`config.mk`:
```
export PLATFORM = sky130hd
export DESIGN_NAME = serial_pattern_matcher
export DESIGN_NICKNAME = d
export VERILOG_FILES = /design/src/rtl/serial_match_pkg.sv /design/src/rtl/serial_pattern_matcher_sat_counter.sv /design/src/rtl/serial_pattern_matcher.sv
export SDC_FILE = /design/constraint.sdc
export NUM_CORES = 1
export LEC_CHECK = 0
export CORE_UTILIZATION = 53
export CTS_CLUSTER_DIAMETER = 100
export DETAILED_ROUTE_END_ITERATION = 7
export GPL_TIMING_DRIVEN = 0
export HOLD_SLACK_MARGIN = 0.06
export PLACE_DENSITY = 0.81
export RECOVER_POWER = 100
export SETUP_SLACK_MARGIN = 0.02
export SYNTH_ARGS = -nofsm -noshare
export SYNTH_HDL_FRONTEND = slang
export SYNTH_SLANG_ARGS = --single-unit
```
`constraint.sdc`:
```
create_clock -name clk -period 3.9 [get_ports clk]
set_clock_uncertainty 0.15 [all_clocks]
set_input_delay 0.78 -clock clk [delete_from_list [all_inputs] [get_ports clk]]
set_output_delay 0.78 -clock clk [all_outputs]
set_load 0.03 [all_outputs]
```
`src/rtl/serial_match_pkg.sv`:
```
// Shared types and helpers for the serial pattern matcher.
//   state_t     : matcher FSM states
//   DEF_*       : default parameter values for PAT_W, CNT_W, MAX_CNT
//   sat_inc()   : saturating increment used by the counters
package serial_match_pkg;

  typedef enum logic [1:0] {
    IDLE,
    FILL,
    ARMED
  } state_t;

  localparam int unsigned DEF_PAT_W   = 4;
  localparam int unsigned DEF_CNT_W   = 7;
  localparam int unsigned DEF_MAX_CNT = 99;

  function automatic int unsigned sat_inc(input int unsigned value, input int unsigned max);
    return (value >= max) ? max : value + 1;
  endfunction

endpackage

```
`src/rtl/serial_pattern_matcher_sat_counter.sv`:
```
// Saturating up-counter.
//   clk, rst_n : clock, asynchronous active-low reset
//   clr        : synchronous clear (wins over en)
//   en         : count one step, holding at MAX_CNT
//   cnt        : current count
module sat_counter
  import serial_match_pkg::*;
#(
  parameter int unsigned CNT_W   = DEF_CNT_W,
  parameter int unsigned MAX_CNT = DEF_MAX_CNT
) (
  input  logic             clk,
  input  logic             rst_n,
  input  logic             clr,
  input  logic             en,
  output logic [CNT_W-1:0] cnt
);

  always_ff @(posedge clk or negedge rst_n) begin
    if (!rst_n) begin
      cnt <= '0;
    end else if (clr) begin
      cnt <= '0;
    end else if (en) begin
      cnt <= CNT_W'(sat_inc(32'(cnt), MAX_CNT));
    end
  end

endmodule

```
`src/rtl/serial_pattern_matcher.sv`:
```
// Serial string recogniser: shifts bit_in MSB-first into a PAT_W-bit window
// and pulses match when the window equals the loaded pattern.
//   clk, rst_n   : clock, asynchronous active-low reset
//   load, pat_in : capture pattern; clears window, fill and counts
//   pat_mask_in  : per-bit compare enable, captured with the pattern
//                  (present only when PAT_MASK_EN is defined)
//   clear        : clear window, fill and counts, keep pattern
//   bit_valid, bit_in, overlap : serial input and detection mode
//   match        : registered one-cycle pulse after the completing bit
//   window       : shift window, newest bit at [0]
//   bit_cnt, match_cnt : saturating counts since last load/clear
//   armed        : window holds PAT_W valid bits
// Build option: define PAT_MASK_EN to enable the don't-care mask.
module serial_pattern_matcher
  import serial_match_pkg::*;
#(
  parameter int unsigned PAT_W   = DEF_PAT_W,
  parameter int unsigned CNT_W   = DEF_CNT_W,
  parameter int unsigned MAX_CNT = DEF_MAX_CNT
) (
  input  logic             clk,
  input  logic             rst_n,
  input  logic             load,
  input  logic [PAT_W-1:0] pat_in,
`ifdef PAT_MASK_EN
  input  logic [PAT_W-1:0] pat_mask_in,
`endif
  input  logic             clear,
  input  logic             bit_valid,
  input  logic             bit_in,
  input  logic             overlap,
  output logic             match,
  output logic [PAT_W-1:0] window,
  output logic [CNT_W-1:0] bit_cnt,
  output logic [CNT_W-1:0] match_cnt,
  output logic             armed
);

  localparam int unsigned FILL_W = $clog2(PAT_W + 1);
  localparam logic [FILL_W-1:0] FILL_FULL = FILL_W'(PAT_W);

  state_t            state;
  logic [PAT_W-1:0]  pattern;
  logic [PAT_W-1:0]  mask;
  logic [FILL_W-1:0] fill;

  logic              accept;
  logic              hit;
  logic              cnt_clr;
  logic [PAT_W-1:0]  win_next;
  logic [FILL_W-1:0] fill_next;

`ifdef PAT_MASK_EN
  always_ff @(posedge clk or negedge rst_n) begin
    if (!rst_n) begin
      mask <= '1;
    end else if (load) begin
      mask <= pat_mask_in;
    end
  end
`else
  assign mask = '1;
`endif

  // Match is judged on the post-shift window and fill, so the completing
  // bit itself is included in the comparison.
  always_comb begin
    accept    = (state != IDLE) && bit_valid && !load && !clear;
    win_next  = {window[PAT_W-2:0], bit_in};
    fill_next = (fill == FILL_FULL) ? FILL_FULL : fill + 1'b1;
    hit       = accept && (fill_next == FILL_FULL) &&
                (((win_next ^ pattern) & mask) == '0);
    cnt_clr   = load || clear;
  end

  always_ff @(posedge clk or negedge rst_n) begin
    if (!rst_n) begin
      state   <= IDLE;
      pattern <= '0;
      window  <= '0;
      fill    <= '0;
      match   <= 1'b0;
      armed   <= 1'b0;
    end else begin
      match <= 1'b0;
      if (load) begin
        pattern <= pat_in;
        window  <= '0;
        fill    <= '0;
        state   <= FILL;
        armed   <= 1'b0;
      end else if (clear && state != IDLE) begin
        window <= '0;
        fill   <= '0;
        state  <= FILL;
        armed  <= 1'b0;
      end else if (accept) begin
        window <= win_next;
        match  <= hit;
        if (hit && !overlap) begin
          fill  <= '0;
          state <= FILL;
          armed <= 1'b0;
        end else begin
          fill <= fill_next;
          if (fill_next == FILL_FULL) begin
            state <= ARMED;
            armed <= 1'b1;
          end else begin
            state <= FILL;
            armed <= 1'b0;
          end
        end
      end
    end
  end

  sat_counter #(
    .CNT_W   (CNT_W),
    .MAX_CNT (MAX_CNT)
  ) u_bit_cnt (
    .clk   (clk),
    .rst_n (rst_n),
    .clr   (cnt_clr),
    .en    (accept),
    .cnt   (bit_cnt)
  );

  sat_counter #(
    .CNT_W   (CNT_W),
    .MAX_CNT (MAX_CNT)
  ) u_match_cnt (
    .clk   (clk),
    .rst_n (rst_n),
    .clr   (cnt_clr),
    .en    (hit),
    .cnt   (match_cnt)
  );

endmodule
```
Word-level counts from Yosys, hierarchy flattened
Index checks and enable logic that the tools add are counted.
- bits in registers: 29
- input bits: 11
- logic and storage cells: 59
- $add $sub $neg: 3
- $lt $le $gt $ge: 2
- equality and inequality tests: 2
- muxes and demuxes: 27
- bitwise logic cells: 1
- reduce and logical (&&, ||, !) cells: 16
- operator list (kind ; count):
    $mux 7 ; 6
    $mux 3 ; 5
    $add 7x1->7 const B ; 2
    $ge 7x7->1 const B ; 2
    $mux 4 ; 3
    $mux 2 ; 5
    $mux 1 ; 8
    $logic_and 1x1->1 ; 7
    $eq 3x3->1 const B ; 2
    $reduce_bool 2->1 ; 3
    $logic_not 4->1 ; 1
    $xor 4x4->4 ; 1
    $add 3x1->3 const B ; 1
    $logic_not 1->1 ; 3
    $reduce_bool 3->1 ; 1
    $logic_or 1x1->1 ; 1

Longest topological paths before layout
Gate-level depths: netlist (run 1).
- depth in word-level cells: 11
- mapped depth: 8
- gate-level depth less buffers: 6

Modules after synthesis
From an unflattened synthesis (run 1), not the netlist that was laid out.
- cells, all modules: 147
- area, all modules: 1519.0 um^2
- modules (own cells, without submodules) (module ; instances ; cells an instance ; area each (um^2)):
    sat_counter ; 2 ; 41 ; 397.9
    serial_pattern_matcher ; 1 ; 65 ; 723.2

Worst setup path after synthesis (run 1)
No wires, ideal clock.
- path type: input port to flip-flop
- start point: in load
- end point: reg fill[2]
- arrival time: 1.873 ns
- path slack: 1.783 ns
- stages: 7
- cells stage by stage: buf_2 or2_2 buf_2 nor2_1 buf_4 a21oi_1 a211oi_1
- longest elaborated chain between the ends: 10
- ends and longest elaborated chain (item ; RTL line ; text):
    start: declaration ; serial_pattern_matcher.sv:23 ; input logic load,
    $logic_not 1->1 ; serial_pattern_matcher.sv:68 ; accept = (state != IDLE) && bit_valid && !load && !clear;
    $logic_and 1x1->1 (2 in series) ; serial_pattern_matcher.sv:68 ;
    $logic_and 1x1->1 (2 in series) ; serial_pattern_matcher.sv:71 ; hit = accept && (fill_next == FILL_FULL) &&
    $logic_and 1x1->1 ; serial_pattern_matcher.sv:100 ; if (hit && !overlap) begin
    $mux 3 ; serial_pattern_matcher.sv:100 ;
    $mux 3 ; serial_pattern_matcher.sv:97 ; end else if (accept) begin
    $mux 3 ; serial_pattern_matcher.sv:92 ; end else if (clear && state != IDLE) begin
    $mux 3 ; serial_pattern_matcher.sv:86 ; if (load) begin
    end signal: assignment ; serial_pattern_matcher.sv:105 ; fill <= fill_next;
    end: declaration ; serial_pattern_matcher.sv:45 ; logic [FILL_W-1:0] fill;
Several ways; a longest one is shown, not always the timed one. The select of a mux whose other input is x is not followed.
A chain may end at the register's enable or synchronous reset.

Worst setup path in the final report (run 1)
- start point: in clear
- end point: reg u_match_cnt.cnt[4]
- longest elaborated chain between the ends: 5
- ends and longest elaborated chain (item ; RTL line ; text):
    start: declaration ; serial_pattern_matcher.sv:28 ; input logic clear,
    $logic_not 1->1 ; serial_pattern_matcher.sv:68 ;
    $logic_and 1x1->1 ; serial_pattern_matcher.sv:68 ;
    $logic_and 1x1->1 (2 in series) ; serial_pattern_matcher.sv:71 ;
    $reduce_bool 2->1 (no line) ; n/a ;
    end signal: assignment ; serial_pattern_matcher_sat_counter.sv:25 ; cnt <= CNT_W'(sat_inc(32'(cnt), MAX_CNT));
    end: declaration ; serial_pattern_matcher_sat_counter.sv:16 ; output logic [CNT_W-1:0] cnt
Several ways; a longest one is shown, not always the timed one.

==> reports/results.ini, run 1 <==
[layout]
syn_to_final_growth_pct=25.60
fin_cells=201
postLayoutCellArea_um2=1774
final_layout_size_suffix_gt1_frac=0.08187
nNetsFinal=187
n_antenna_cell=0
fin_util=0.7097

[timing]
slew_headroom=0.3145
tns_ns=0
fmax_mhz=336.5
final-hold-violation-count=0
maxSlewViolCount=0
timing.hold.ws_ns=0.3774
grt_setup_unrepaired=no
post-route-min-period_ns=2.971
setup_viol=0
finalCritPeriodShare=0.7619
tightest_slew_ns=1.028

[logic_synthesis]
synth_ff_type=dfrtp_1
synth_area_um2=1413
yosysWarnings=0
synthTopCellsByCount=28 x dfrtp_1, 14 x nand2_1, 10 x nor2_1
netlist_instances=137
ys_seq_area_frac=0.4960
synth.area.top_cells=dfrtp_1 50%, nand2_1 3.7%, a22o_1 3.7%, ha_1 3.5%, a21oi_1 3.2%
ys_ff_latch=28
yosysTopAreaCell=dfrtp_1
async_flop_share=1.000
ys_types=36
syn_nets=152
synth_top_area_share=0.4960
syn_area_per_cell_um2=10.31
yosysMostFrequentCell=dfrtp_1
synth-edff-count=0

[clocking]
ctsResizeCount=0
cts-root-buf=clkbuf_4
cts_buffers=3
cts-htree-levels=1
post_cts_hold_buffer_count=0
cts_buffer_depth=2
clkLatencyLatePin_ns=0.33
cts_sinks=28
clkTransAtPathRegs_ns=0.16
cts_tree=yes
post_cts_buffers=0

[setup_path]
crit_type=in -> reg
crit_path_start_kind=input pin
cp.arrival_ns=3.09
regToRegSetupSlack_ns=1.51
cp-end-kind=register
crit_required_ns=4.01
path_max_fanout=10

[power_and_ir_drop]
power_density_nw_per_um2=305.0
leakage_nw=0.8478
max-vdd-ir-drop_mv=0.3293

[floorplan]
dieArea_um2=2876
num_rows=18
ioPinCount=31
die_y_um=53.63
initial_core_util=0.5651
core_area_um2=2500
die_w_um=53.63

[route]
firstDrtPassIters=4
drt_iter0_markers=17
wl_per_cell_um=14.27
wl_mm=2.868
via_per_inst=5.831
vias=1172
drc=0
postRouteAntennaNets=0

[place]
dp_hpwl_mm=2.103
gp_congestion=0.7969
portBuffers=29
placed_area_um2=1740
place_inst=196

[grt]
grt_max_degree=29
grt_first_pass_wirelength_mm=4.719
grt_pass1_vias=1066
track_usage=0.2299
antenna_found_initial=0
grt_overflow_total=0

[run_status]
status=finished clean

[flow_run]
cap_violations=0

[min_path]
hold_class=reg -> reg

==> final cells by class <==
cell class                 instances  area, um^2
buffer                             4       23.77
timing repair buffer              30       294.0
clock inverter                     1       30.03
clock buffer                       3       22.52
fill                             198       725.7
multi-input combinational        100       646.9
inverter                           5       18.77
tap                               30       37.54
sequential                        28       700.7
==> where the power goes <==
| part | internal (mW) | switching, mW |
|---|---|---|
| Sequential | 0.297 | 0.00541 |
| Combinational | 0.0224 | 0.0265 |
| Clock | 0.104 | 0.0861 |
| Total | 0.423 | 0.118 |
==> kinds of logic after synthesis <==
kind of cell / share of synthesized area
muxes: 0.03188
AOI/OAI and AO/OA: 0.1683
xor gates and xnor gates: 0.04960
buffers and inverters: 0.03366
adders and majority gates: 0.03543
and+or+nand+nor: 0.1851
DFF: 0.4960
==> final timing paths <==
path | start | endpoint | cells after the start
min | window[3]$_DFFE_PN0P_ | window[3]$_DFFE_PN0P_ | 1
max reg2reg | fill[0]$_DFFE_PN0P_ | u_match_cnt.cnt[4]$_DFFE_PN0P_ | 7
max in group asynchronous | rst_n | pattern[0]$_DFFE_PN0P_ | 2
min in group asynchronous | rst_n | u_bit_cnt.cnt[6]$_DFFE_PN0P_ | 1
max | clear | u_match_cnt.cnt[4]$_DFFE_PN0P_ | 7
min reg2reg | window[3]$_DFFE_PN0P_ | window[3]$_DFFE_PN0P_ | 1
==> critical path: stages <==
cell	delay, ns
dlygate4sd3_1	0.56
nor2_1	0.37
nand2_1	0.17
nor4_1	0.69
buf_6	0.23
a41oi_1	0.14
nor3_2	0.14
==> layer usage <==
layer  up-vias  wire length, um  GRT usage
li1        567                -          -
met1       571             1316     0.2932
met2        28             1427     0.4021
met3         6               90    0.03390
met4         0               33    0.06579
met5         -                0          0
==> registers in the layout, summed over array words and instances, names as in the netlist <==
register and count:
u_bit_cnt.cnt 7, u_match_cnt.cnt 7, pattern 4, window 4, fill 3, armed 1
match 1, state 1
==> layout by cell type (no fill, tap or decap), types with 2 or more instances in the layout <==
cell and instances:
nor2_1 11, and3_1 5, a22o_1 6, xnor2_1 5, nand4_1 3, nor3_2 2, xor2_1 3, o21ai_0 6
a31oi_1 2, nand3_1 2, a21oi_1 9, inv_1 5, nand2_1 14, a41oi_1 4, nor3_1 5, clkbuf_4 3
dlygate4sd3_1 26, nor4_1 3, ha_1 4, clkbuf_1 3, dfrtp_1 28, clkdlybuf4s50_1 3, mux2_2 4
==> stage by stage <==
step | total power, mW | setup slack [ns]
6_report | 0.5412 | 0.9285
2_1_floorplan | 0.3356 | 1.783
3_5_place_dp | 0.3604 | 1.189
5_1_grt | 0.5660 | 0.7893
3_3_place_gp | 0.3587 | 1.235
4_1_cts | 0.5480 | 1.419
Note: power is estimated with default switching activity, not from simulation.
==> inputs of run 2 (changes only) <==
--- a/config.mk
+++ b/config.mk
@@ -5,12 +5,12 @@
 export SDC_FILE = /design/constraint.sdc
 export NUM_CORES = 1
 export LEC_CHECK = 0
-export CORE_UTILIZATION = 53
+export CORE_UTILIZATION = 49
 export CTS_CLUSTER_DIAMETER = 100
 export DETAILED_ROUTE_END_ITERATION = 7
 export GPL_TIMING_DRIVEN = 0
 export HOLD_SLACK_MARGIN = 0.06
-export PLACE_DENSITY = 0.81
+export PLACE_DENSITY = 0.76
 export RECOVER_POWER = 100
 export SETUP_SLACK_MARGIN = 0.02
 export SYNTH_ARGS = -nofsm -noshare
==> constraint.sdc (replaced) <==
create_clock -name clk -period 3.12 [get_ports clk]
set_clock_uncertainty 0.15 [all_clocks]
set_input_delay 0.624 -clock clk [delete_from_list [all_inputs] [get_ports clk]]
set_output_delay 0.624 -clock clk [all_outputs]
set_load 0.03 [all_outputs]
==> reports/results.ini, run 2 (same netlist as run 1, synthesis figures left out) <==
[place]
dp_hpwl_mm=2.075  ; -1.3%
gp_congestion=0.8794  ; +10%
place_inst=197  ; +0.51%
portBuffers=29  ; unchanged

[setup_path]
path_max_fanout=10  ; unchanged
cp-end-kind=register
r2r_end=u_match_cnt.cnt[4]$_DFFE_PN0P_
crit_path_start_kind=input pin
critPathTopFamily=simple AND/OR/NAND/NOR gates
regToRegSetupSlack_ns=1.06  ; -0.45 ns
path_buf_inv=2  ; unchanged
rr_startpoint=fill[0]$_DFFE_PN0P_
crit_required_ns=3.23  ; -0.78 ns
max_stage_delay_ns=0.57  ; -0.12 ns
worstPathCellList=dlygate4sd3_1, nor2_1, nand2_1, nor4_4, buf_6, a41oi_1, nor3_2
reg2reg_depth=7  ; unchanged
cp.arrival_ns=2.59  ; -0.50 ns
crit_type=in -> reg
path_depth=7  ; unchanged
crit_start=clear
slowest_stage=dlygate4sd3_1

[timing]
post-route-min-period_ns=2.476
maxSlewViolCount=0  ; unchanged
tightest_slew_ns=1.468  ; +0.4403 ns
setup_viol=0  ; unchanged
grt_setup_unrepaired=no
final-hold-violation-count=0  ; unchanged
finalCritPeriodShare=0.7937
slew_headroom=0.02101  ; -0.2935
fmax_mhz=403.8
tns_ns=0  ; unchanged

[grt]
grt_max_degree=29  ; unchanged
grt_overflow_total=0  ; unchanged
met1_usage=0.2339  ; -0.05922
use_met3=0.03023  ; -0.003666
grt_busiest_layer=met2
grt_first_pass_wirelength_mm=4.767  ; +1.0%
track_usage=0.1924  ; -0.03749
antenna_found_initial=0  ; unchanged
grt_use_met2=0.3442  ; -0.05785
grt_pass1_vias=1105  ; +3.7%

[clocking]
cts_tree=yes
cts_buffers=3  ; unchanged
post_cts_buffers=0  ; unchanged
post_cts_hold_buffer_count=0  ; unchanged
cts-htree-levels=1  ; unchanged
cts_sinks=28  ; unchanged
clkTransAtPathRegs_ns=0.15  ; about the same
ctsResizeCount=0  ; unchanged
clkLatencyLatePin_ns=0.32  ; about the same
cts_buffer_depth=2  ; unchanged
cts-root-buf=clkbuf_4

[layout]
final-seq-area_um2=700.7  ; unchanged
mostFrequentLayoutCell=dfrtp_1
multiInputGateArea_um2=661.9  ; +2.3%
final_cell_mix=28 x dfrtp_1, 25 x dlygate4sd3_1, 14 x nand2_1
syn_to_final_growth_pct=25.16
final_layout_size_suffix_gt1_frac=0.09412  ; +0.01225
fin_cells=201  ; unchanged
nNetsFinal=186  ; -0.53%
num-fill-cells=237  ; +20%
top_regs=u_bit_cnt.cnt: 7 flops, u_match_cnt.cnt: 7 flops
n_antenna_cell=0  ; unchanged

[power_and_ir_drop]
leakage_nw=0.8430  ; -0.56%
max-vdd-ir-drop_mv=0.3613  ; +9.7%
power_density_nw_per_um2=346.5  ; +14%

[floorplan]
initial_core_util=0.5167  ; -0.04836
die_w_um=55.69  ; +3.9%
core_area_um2=2734  ; +9.4%
ioPinCount=31  ; unchanged
num_rows=19  ; +1
dieArea_um2=3101  ; +7.9%
die_y_um=55.69  ; +3.9%

[min_path]
holdPathStages=1  ; unchanged
hold_class=reg -> reg
hold_start=window[3]$_DFFE_PN0P_
min_to=window[3]$_DFFE_PN0P_

[route]
via_per_inst=5.786  ; -0.77%
drc=0  ; unchanged
firstDrtPassIters=4  ; unchanged
wl_mm=2.754  ; -4.0%
postRouteAntennaNets=0  ; unchanged
drt_iter0_markers=26  ; +9
vias=1163  ; -0.77%
wl_per_cell_um=13.70  ; -4.0%

[run_status]
status=finished clean

[flow_run]
cap_violations=0  ; unchanged

-- run 2: how the worst max path moves through the flow --
stage | to | slack, ns
floorplan | fill[2]$_DFFE_PN0P_ | 1.16
global placement | u_match_cnt.cnt[4]$_DFFE_PN0P_ | 0.61
detailed placement | u_match_cnt.cnt[4]$_DFFE_PN0P_ | 0.55
CTS | match_cnt[2] | 0.78
global route | u_match_cnt.cnt[4]$_DFFE_PN0P_ | 0.53
finish | u_match_cnt.cnt[4]$_DFFE_PN0P_ | 0.64
-- run 2: where the power goes --
part	total, mW	switching (mW)	internal [mW]
sequential	0.378	0.00682	0.371
clock	0.174	0.102	0.0714
combinational	0.0610	0.0334	0.0276
-- run 2: final cells by class --
type / instances / share of cell area
buffer: 4 / 0.01557
clock buffer: 4 / 0.02052
inverter: 5 / 0.01062
multi-input combinational: 100 / 0.3744
sequential: 28 / 0.3963
tap: 31 / 0.02194
timing repair buffer: 29 / 0.1607
-- run 2: through the flow --
| step | hold WS (ns) | area, um^2 | worst slack [ns] | total power [mW] | utilization |
|---|---|---|---|---|---|
| 2_1_floorplan | 0.1784 | 1413 | 1.159 | 0.4195 | - |
| 3_3_place_gp | 0.3363 | 1742 | 0.6054 | 0.4482 | 0.6371 |
| 3_5_place_dp | 0.3309 | 1742 | 0.5531 | 0.4503 | 0.6371 |
| 4_1_cts | 0.3766 | 1778 | 0.7839 | 0.6236 | 0.6503 |
| 5_1_grt | 0.4088 | 1768 | 0.5271 | 0.6388 | 0.6467 |
| 6_report | 0.3658 | 1768 | 0.6436 | 0.6125 | 0.6467 |
-- run 2: layer usage --
layer	vias up	part of all wire
met5	-	0
met4	0	0.0098
met3	4	0.037
met2	28	0.51
met1	564	0.44
li1	567	-
==> inputs of run 3 (changes only) <==
==> constraint.sdc (replaced) <==
create_clock -name clk -period 2.6 [get_ports clk]
set_clock_uncertainty 0.15 [all_clocks]
set_input_delay 0.52 -clock clk [delete_from_list [all_inputs] [get_ports clk]]
set_output_delay 0.52 -clock clk [all_outputs]
set_load 0.03 [all_outputs]
==> reports/results.ini, run 3 (same netlist as run 1, synthesis figures left out) <==
[run_status]
status=finished clean

[layout]
fin_util=0.6476  ; +0.0009150
final_cell_mix=28 x dfrtp_1, 25 x dlygate4sd3_1, 14 x nand2_1
postLayoutCellArea_um2=1770  ; +0.14%
syn_to_final_growth_pct=25.33
top_regs=u_bit_cnt.cnt: 7 flops, u_match_cnt.cnt: 7 flops
fin_cells=201  ; unchanged
mostFrequentLayoutCell=dfrtp_1
final_layout_size_suffix_gt1_frac=0.1000  ; +0.005882
nNetsFinal=186  ; unchanged
n_antenna_cell=0  ; unchanged

[route]
firstDrtPassIters=4  ; unchanged
via_per_inst=5.821  ; +0.60%
wl_per_cell_um=13.68  ; -0.18%
drc=0  ; unchanged
wl_mm=2.749  ; -0.18%
postRouteAntennaNets=0  ; unchanged
drt_iter0_markers=22  ; -15%
vias=1170  ; +0.60%

[setup_path]
crit_type=reg -> out
critPathTopFamily=buffers and inverters
cp-end-kind=primary output
crit_path_start_kind=register
path_max_fanout=8  ; -2
crit_required_ns=1.93  ; -1.30 ns
slowest_stage=dlygate4sd3_1
worstPathCellList=dlygate4sd3_1
cp.arrival_ns=1.61  ; -0.98 ns
path_buf_inv=1  ; -1
max_stage_delay_ns=0.79  ; +0.22 ns

[clocking]
cts-htree-levels=1  ; unchanged
ctsResizeCount=0  ; unchanged
cts_tree=yes
clkTransAtPathRegs_ns=0.15  ; about the same
post_cts_buffers=0  ; unchanged
cts_sinks=28  ; unchanged
cts-root-buf=clkbuf_4
cts_buffers=3  ; unchanged
post_cts_hold_buffer_count=0  ; unchanged
clkLatencyLatePin_ns=0.32  ; about the same
cts_buffer_depth=2  ; unchanged

[place]
placed_area_um2=1742  ; unchanged
dp_hpwl_mm=2.075  ; unchanged
place_inst=197  ; unchanged
gp_congestion=0.8794  ; unchanged
portBuffers=29  ; unchanged
place_ws_ns=0.1371  ; -0.4160 ns

[timing]
final-hold-violation-count=0  ; unchanged
slew_headroom=0.01821  ; -0.002795
timing.hold.ws_ns=0.3658  ; -0.00005600 ns
finalCritPeriodShare=0.8762
setup_viol=0  ; unchanged
fmax_mhz=439.0
post-route-min-period_ns=2.278
maxSlewViolCount=0  ; unchanged
grt_setup_unrepaired=no
setup_slack_ns=0.3219  ; -0.3217 ns
tns_ns=0  ; unchanged
tightest_slew_ns=1.473  ; +0.004192 ns

[grt]
grt_first_pass_wirelength_mm=4.767  ; unchanged
antenna_found_initial=0  ; unchanged
grt_overflow_total=0  ; unchanged
grt_pass1_vias=1105  ; unchanged
track_usage=0.1924  ; unchanged
grt_max_degree=29  ; unchanged

[power_and_ir_drop]
leakage_nw=0.8429  ; about the same
sw_frac_of_total=0.2325  ; about the same
power_density_nw_per_um2=415.2  ; +20%
power_frac_clock=0.283  ; about the same
p_total_mw=0.7350  ; +20%
seqPwrFrac=0.617  ; about the same
max-vdd-ir-drop_mv=0.4334  ; +20%
power.switching_mw=0.1709  ; +20%
power.internal_mw=0.5641  ; +20%
p_comb_frac=0.100  ; about the same

[floorplan]
die_y_um=55.69  ; unchanged
ioPinCount=31  ; unchanged
dieArea_um2=3101  ; unchanged
num_rows=19  ; unchanged
die_w_um=55.69  ; unchanged
initial_core_util=0.5167  ; unchanged
core_area_um2=2734  ; unchanged

[min_path]
hold_class=in -> async

[flow_run]
cap_violations=0  ; unchanged

## run 3: changes by cell type in the layout (fill, tap and decap cells not counted)
cell,before,now
nor2_2,0,1
nor2_1,11,10
## run 3: per-layer routing
layer	track usage	share of wire	up-vias
met1	0.2339	0.44	568
met2	0.3442	0.51	29
met3	0.03023	0.036	4
met5	0	0	-
li1	-	-	569
met4	0.06786	0.0098	0
## run 3: cell type report
| cell class | instances | area [um^2] |
|---|---|---|
| Inverter | 5 | 18.77 |
| Tap cell | 31 | 38.79 |
| Multi-Input combinational cell | 100 | 664.4 |
| Clock buffer | 4 | 36.28 |
| Sequential cell | 28 | 700.7 |
| Timing Repair Buffer | 29 | 284.0 |
| Fill cell | 236 | 963.4 |
| Buffer | 4 | 27.53 |
## run 3: power by group through the flow
stage	Sequential [mW]	Combinational, mW	Clock (mW)
final	0.453	0.0735	0.208
after global routing	0.455	0.0825	0.229
after CTS	0.454	0.0787	0.216
after detailed placement	0.462	0.0786	0
after global placement	0.461	0.0766	0
after floorplan	0.464	0.0391	0
## run 3: worst paths after layout
| kind | slack, ns | from | end | cells past startpoint |
|---|---|---|---|---|
| setup reg to reg | 0.54 | fill[0]$_DFFE_PN0P_ | u_match_cnt.cnt[4]$_DFFE_PN0P_ | 7 |
| hold / removal | 0.37 | rst_n | u_bit_cnt.cnt[2]$_DFFE_PN0P_ | 1 |
| min in group clk | 0.37 | window[3]$_DFFE_PN0P_ | window[3]$_DFFE_PN0P_ | 1 |
| max in group asynchronous | 1.08 | rst_n | pattern[2]$_DFFE_PN0P_ | 1 |
| setup / recovery | 0.32 | u_match_cnt.cnt[2]$_DFFE_PN0P_ | match_cnt[2] | 1 |
| hold reg to reg | 0.37 | window[3]$_DFFE_PN0P_ | window[3]$_DFFE_PN0P_ | 1 |
